--- src/rtl/ram_burst_reader.sv ---
// Burst reader for a 1-cycle-latency block-RAM read port.
// Fetches `count` consecutive words starting at `base_addr` and presents them
// as a valid/ready stream. A 2-entry buffer plus read-credit throttling keeps
// every word the RAM returns, whatever the consumer does with m_ready.
module ram_burst_reader #(
   parameter int WIDTH = 32,
   parameter int DEPTH = 10
) (
   input  logic             clk,
   input  logic             reset,
   input  logic             start,
   input  logic [31:0]      base_addr,
   input  logic [31:0]      count,
   input  logic             abort,
   output logic             busy,
   output logic             done,
   output logic [31:0]      ram_address,
   output logic             ram_oe,
   output logic             ram_we,
   input  logic [WIDTH-1:0] ram_dout,
   output logic             m_valid,
   input  logic             m_ready,
   output logic [WIDTH-1:0] m_data,
   output logic             m_last
);

   // The RAM only decodes the low DEPTH bits, so wrap is implicit; the full
   // 32-bit address is still driven. DEPTH only has to be a sane width.
   if (DEPTH < 1 || DEPTH > 32) begin : g_depth_check
      $error("ram_burst_reader: DEPTH must be in 1..32");
   end

   typedef enum logic [1:0] {IDLE, RUN, DRAIN} state_t;

   state_t            state, state_next;
   logic              done_next;
   logic [31:0]       remaining;
   logic              inflight, inflight_last;
   logic [WIDTH:0]    fifo_mem [2];   // {last, data}
   logic              rd_ptr, wr_ptr;
   logic [1:0]        fifo_count;
   logic              pop, issue, issue_last, accept, kill;
   logic [2:0]        credit;

   assign pop    = m_valid && m_ready;
   assign kill   = abort && (state != IDLE);
   assign accept = (state == IDLE) && start && !abort && (count != 32'd0);
   // Slots that will be occupied at the next edge once this cycle's pop and
   // the word currently coming out of the RAM are accounted for.
   assign credit = {1'b0, fifo_count} + {2'b0, inflight} - {2'b0, pop};

   assign m_valid = (fifo_count != 2'd0);
   assign m_data  = fifo_mem[rd_ptr][WIDTH-1:0];
   assign m_last  = m_valid && fifo_mem[rd_ptr][WIDTH];
   assign ram_we  = 1'b0;

   // State register and registered done pulse
   always_ff @(posedge clk) begin
      if (!reset) begin
         state <= IDLE;
         done  <= 1'b0;
      end else begin
         state <= state_next;
         done  <= done_next;
      end
   end

   // Next-state logic; abort beats everything and never produces done
   always_comb begin
      state_next = state;
      done_next  = 1'b0;
      case (state)
         IDLE: begin
            if (start && !abort) begin
               if (count == 32'd0) done_next  = 1'b1;
               else                state_next = RUN;
            end
         end
         RUN: begin
            if (abort)                            state_next = IDLE;
            else if (issue && remaining == 32'd1) state_next = DRAIN;
         end
         DRAIN: begin
            if (abort) state_next = IDLE;
            else if (pop && m_last) begin
               state_next = IDLE;
               done_next  = 1'b1;
            end
         end
         default: state_next = IDLE;
      endcase
   end

   // State-decoded outputs: issue a read only while credit is available
   always_comb begin
      busy       = (state != IDLE);
      issue      = (state == RUN) && (remaining != 32'd0) && (credit < 3'd2);
      issue_last = issue && (remaining == 32'd1);
      ram_oe     = issue;
   end

   // Read address / down-counter and the one-deep in-flight tracker
   always_ff @(posedge clk) begin
      if (!reset) begin
         ram_address   <= 32'd0;
         remaining     <= 32'd0;
         inflight      <= 1'b0;
         inflight_last <= 1'b0;
      end else begin
         inflight      <= issue && !kill;
         inflight_last <= issue_last;
         if (kill) begin
            remaining <= 32'd0;
         end else if (accept) begin
            ram_address <= base_addr;
            remaining   <= count;
         end else if (issue) begin
            ram_address <= ram_address + 32'd1;
            remaining   <= remaining - 32'd1;
         end
      end
   end

   // Output buffer: RAM data lands one cycle after the read, unconditionally
   always_ff @(posedge clk) begin
      if (!reset) begin
         fifo_mem[0] <= '0;
         fifo_mem[1] <= '0;
         rd_ptr      <= 1'b0;
         wr_ptr      <= 1'b0;
         fifo_count  <= 2'd0;
      end else if (kill) begin
         rd_ptr      <= 1'b0;
         wr_ptr      <= 1'b0;
         fifo_count  <= 2'd0;
      end else begin
         if (inflight) begin
            fifo_mem[wr_ptr] <= {inflight_last, ram_dout};
            wr_ptr           <= ~wr_ptr;
         end
         if (pop) rd_ptr <= ~rd_ptr;
         fifo_count <= fifo_count + {1'b0, inflight} - {1'b0, pop};
      end
   end

endmodule

--- config.mk ---
export PLATFORM = sky130hd
export DESIGN_NAME = ram_burst_reader
export DESIGN_NICKNAME = d
export VERILOG_FILES = /design/src/rtl/ram_burst_reader.sv
export SDC_FILE = /design/constraint.sdc
export NUM_CORES = 1
export LEC_CHECK = 0
export CAP_MARGIN = 20
export CORE_ASPECT_RATIO = 1.5
export CORE_MARGIN = 2
export CORE_UTILIZATION = 44
export CTS_CLUSTER_DIAMETER = 100
export DETAILED_ROUTE_END_ITERATION = 6
export GPL_TIMING_DRIVEN = 0
export PLACE_DENSITY = 0.75
export SYNTH_ARGS = -nofsm -noshare
export SYNTH_HDL_FRONTEND = slang
export SYNTH_SLANG_ARGS = --single-unit
--- constraint.sdc ---
create_clock -name clk -period 5.6 [get_ports clk]
set_clock_uncertainty 0.05 [all_clocks]
set_input_delay 1.68 -clock clk [delete_from_list [all_inputs] [get_ports clk]]
set_output_delay 1.68 -clock clk [all_outputs]
set_load 0.02 [all_outputs]
==> results.json <==
{
  "run_status": "finished, final reports clean",
  "antenna_found_initial": 0,
  "critPathCaptureType": "output port",
  "drive_above_1_share_pct": 12.2,
  "critPathArrivalTime_ns": 3.68,
  "fin_nets": 1014,
  "clockBufferDepth": 2,
  "synth_cell_types": 71,
  "powerDensity_mw_per_mm2": 360,
  "synth_compound_area_share_pct": 15.0,
  "drt_wl_total_mm": 22.5,
  "muxShareOfSynthArea_pct": 5.78,
  "crit_path_max_incr_delay_ns": 0.40,
  "routedWlPerCell_um": 20.0,
  "relSlewSlack_pct": 38.1,
  "dr.pass1.iters": 7,
  "ys_seq_elements": 140,
  "synth_xor_area_share_pct": 1.60,
  "synth_top_family_by_area": "simple AND/OR/NAND/NOR gates",
  "hold_violations": 0,
  "die_h_um": 160,
  "place_congestion": 0.949,
  "p_clk_share_pct": 34.8,
  "ys.warnings.count": 0,
  "yosys.area.top_type_share_pct": 27.8,
  "cts_tree": "built",
  "fmaxAchievable_mhz": 185,
  "p_int_mw": 2.41,
  "cap_viol_max_count": 0,
  "first_iter_violations": 515,
  "vdd.ir_drop.worst_mv": 0.207,
  "grt_pass1_wl_mm": 34.4,
  "drv_slew": 0,
  "grt_pass1_vias": 6461,
  "dieArea_mm2": 0.0172,
  "h-tree-depth": 4,
  "yosysTopAreaCell": "edfxtp_1",
  "cts_buffers": 17,
  "cts_num_sinks": 140,
  "seq_area_frac_synth_pct": 48.7,
  "area.sequential_mm2": 0.00346,
  "synth-simple-area-share_pct": 23.6,
  "ctsHoldBuffers": 0,
  "cpMaxStageDelayCell": "fa_2",
  "area_growth_pct": 37.8,
  "period_minus_slack_ns": 5.41,
  "synthFlopType": "dfxtp_1",
  "avgSynthCellArea_um2": 10.0,
  "numPortBuffers": 169,
  "finalPower_mw": 3.53,
  "tightest_slew_ns": 0.924,
  "overflow": 0,
  "num_antenna_cells": 0,
  "coreArea_mm2": 0.0160,
  "dp_hpwl_mm": 16.0,
  "whs_path_depth": 2,
  "post-route-util_pct": 61.1,
  "min_path_type": "reg -> reg",
  "die_w_um": 108,
  "grt_max_degree": 34,
  "combPwrFrac_pct": 30.5,
  "pin_count": 171,
  "cts.clk_slew.worst_paths_ns": 0.06,
  "synthTopCellsByArea": "edfxtp_1 28%, dfxtp_1 21%, and2_1 6.3%",
  "syn_inst": 711,
  "crit_path_max_fanout": 5,
  "setup_viol": 0,
  "critPathKind": "in -> out",
  "seq_power_share_pct": 34.7,
  "layout_setup_ws_ns": 0.185,
  "holdWs_ns": 0.436,
  "globalRouteTotalUtil_pct": 25.9,
  "synthAdderAreaFrac_pct": 1.34,
  "num_rows": 57,
  "cts_root_buf": "clkbuf_16",
  "p_leak_nw": 3.42,
  "rsz0062_at_grt": "false",
  "p_sw_share_pct": 31.8,
  "syn_area_mm2": 0.00712,
  "insertion_delay_ns": 0.42,
  "multi_input_area_mm2": 0.00342,
  "drc": 0,
  "finalNonFillerCells": 1125,
  "async_flop_share_pct": 0,
  "period_share_pct": 96.7,
  "p_sw_mw": 1.12,
  "cp.required_ns": 3.87,
  "synth_common_cells": "74 x dfxtp_1, 72 x and2_1, 66 x edfxtp_1, 42 x nand2_1",
  "place_inst": 1086,
  "dp_slack_ns": -1.51,
  "synth-edff-count": 66,
  "crit_path_cell_trace": "clkbuf_2 -> and2_4 -> ha_1 -> inv_1 -> ha_2 -> fa_2 -> xnor2_4 -> nor3_4 -> nand2_2 -> buf_8 -> inv_4 -> buf_6",
  "ff2ff_path_depth": 14,
  "initial_core_util_pct": 44.4,
  "antenna_left": 0,
  "synth_fp_nets": 819,
  "startpoint_type": "primary input",
  "num_vias": 6690,
  "yosysMostFrequentCell": "dfxtp_1",
  "fillers": 1359,
  "viasPerCell": 5.95
}
==> through the flow <==
stage               TNS [ns]  instance area (um2)
floorplan                  0                 7120
global placement       -8.46                 9070
detailed placement     -1.54                 9080
CTS                        0                 9750
global route               0                 9810
finish                     0                 9810
==> logic make-up (layout without fill, tap and decap cells) <==
family | after synthesis | after routing
DFF | 140 | 140
adders and majority gates | 7 | 7
other | 1 | 1
buffers and inverters | 64 | 272
xor gates and xnor gates | 13 | 13
AOI/OAI and AO/OA | 159 | 159
muxes | 37 | 37
and+or+nand+nor | 290 | 290
==> layer usage <==
layer	vias up	share of wire, %	track usage (%)	routed length [um]
met3	85	7.2	5.06	1610
met5	-	0	0	0
li1	3096	-	-	-
met2	349	50	44.3	11400
met4	0	5.2	13.8	1180
met1	3160	37	30.1	8370
==> worst paths after layout <==
| kind | start | end | slack, ns |
|---|---|---|---|
| worst min register to register | remaining[30]$_SDFFE_PP0P_ | remaining[30]$_SDFFE_PP0P_ | 0.44 |
| worst max-delay path | m_ready | ram_oe | 0.19 |
| worst min-delay path | remaining[30]$_SDFFE_PP0P_ | remaining[30]$_SDFFE_PP0P_ | 0.44 |
| worst max register to register | fifo_count[1]$_SDFF_PP0_ | remaining[22]$_SDFFE_PP0P_ | 1.48 |
==> sequential cells by signal, indices dropped and copies added, names as in the netlist, named ones only <==
signal / cells
remaining: 32
inflight_last: 1
wr_ptr: 1
fifo_mem: 66
done: 1
rd_ptr: 1
fifo_count: 2
state: 2
ram_address: 32
inflight: 1
==> power groups by stage <==
stage,logic [mW],registers [mW],clock network [mW]
3_5_place_dp,0.998,1.24,0
6_report,1.08,1.23,1.23
3_3_place_gp,0.990,1.24,0
2_1_floorplan,0.575,1.25,0
4_1_cts,1.03,1.22,1.24
5_1_grt,1.15,1.24,1.29
==> cell usage in the layout (no fill, tap or decap), types with 7 or more instances in the layout <==
cell and n:
nand3_1 25, nand4_1 21, o21ai_0 22, nor2_1 21, a21oi_1 37, and2_1 71
inv_1 18, clkbuf_16 17, edfxtp_1 66, nor3_1 20, a22oi_1 16, nand2_1 41
o211ai_1 11, clkbuf_1 38, or4_1 11, mux2_2 33, nor4_1 23, clkdlybuf4s50_1 167
xor2_1 7, and3_1 9, or3_1 11, o311ai_0 8, dfxtp_1 74, buf_4 7
a31oi_1 24
==> worst max-delay path, delay by kind of cell <==
kind | cells | cell delay, ns
buf+inv | 5 | 0.50
fa+ha+maj | 3 | 0.83
simple gates | 3 | 0.50
xor+xnor | 1 | 0.17
==> timing repair <==
| item | 4_1_cts | 5_1_grt |
|---|---|---|
| resized for setup | 13 | 8 |
| setup endpoints to repair | 1 | 1 |
| pin swaps | 1 | 3 |
| setup buffers | 2 | 4 |
==> layout make-up <==
type | count | area share, %
sequential | 140 | 35.3
multi-input combinational | 507 | 34.8
timing repair buffer | 176 | 17.7
clock buffer | 18 | 4.37
tap | 206 | 2.63
buffer | 45 | 2.27
clock inverter | 14 | 2.14
inverter | 19 | 0.752
Power figures use the tool's default switching activity.
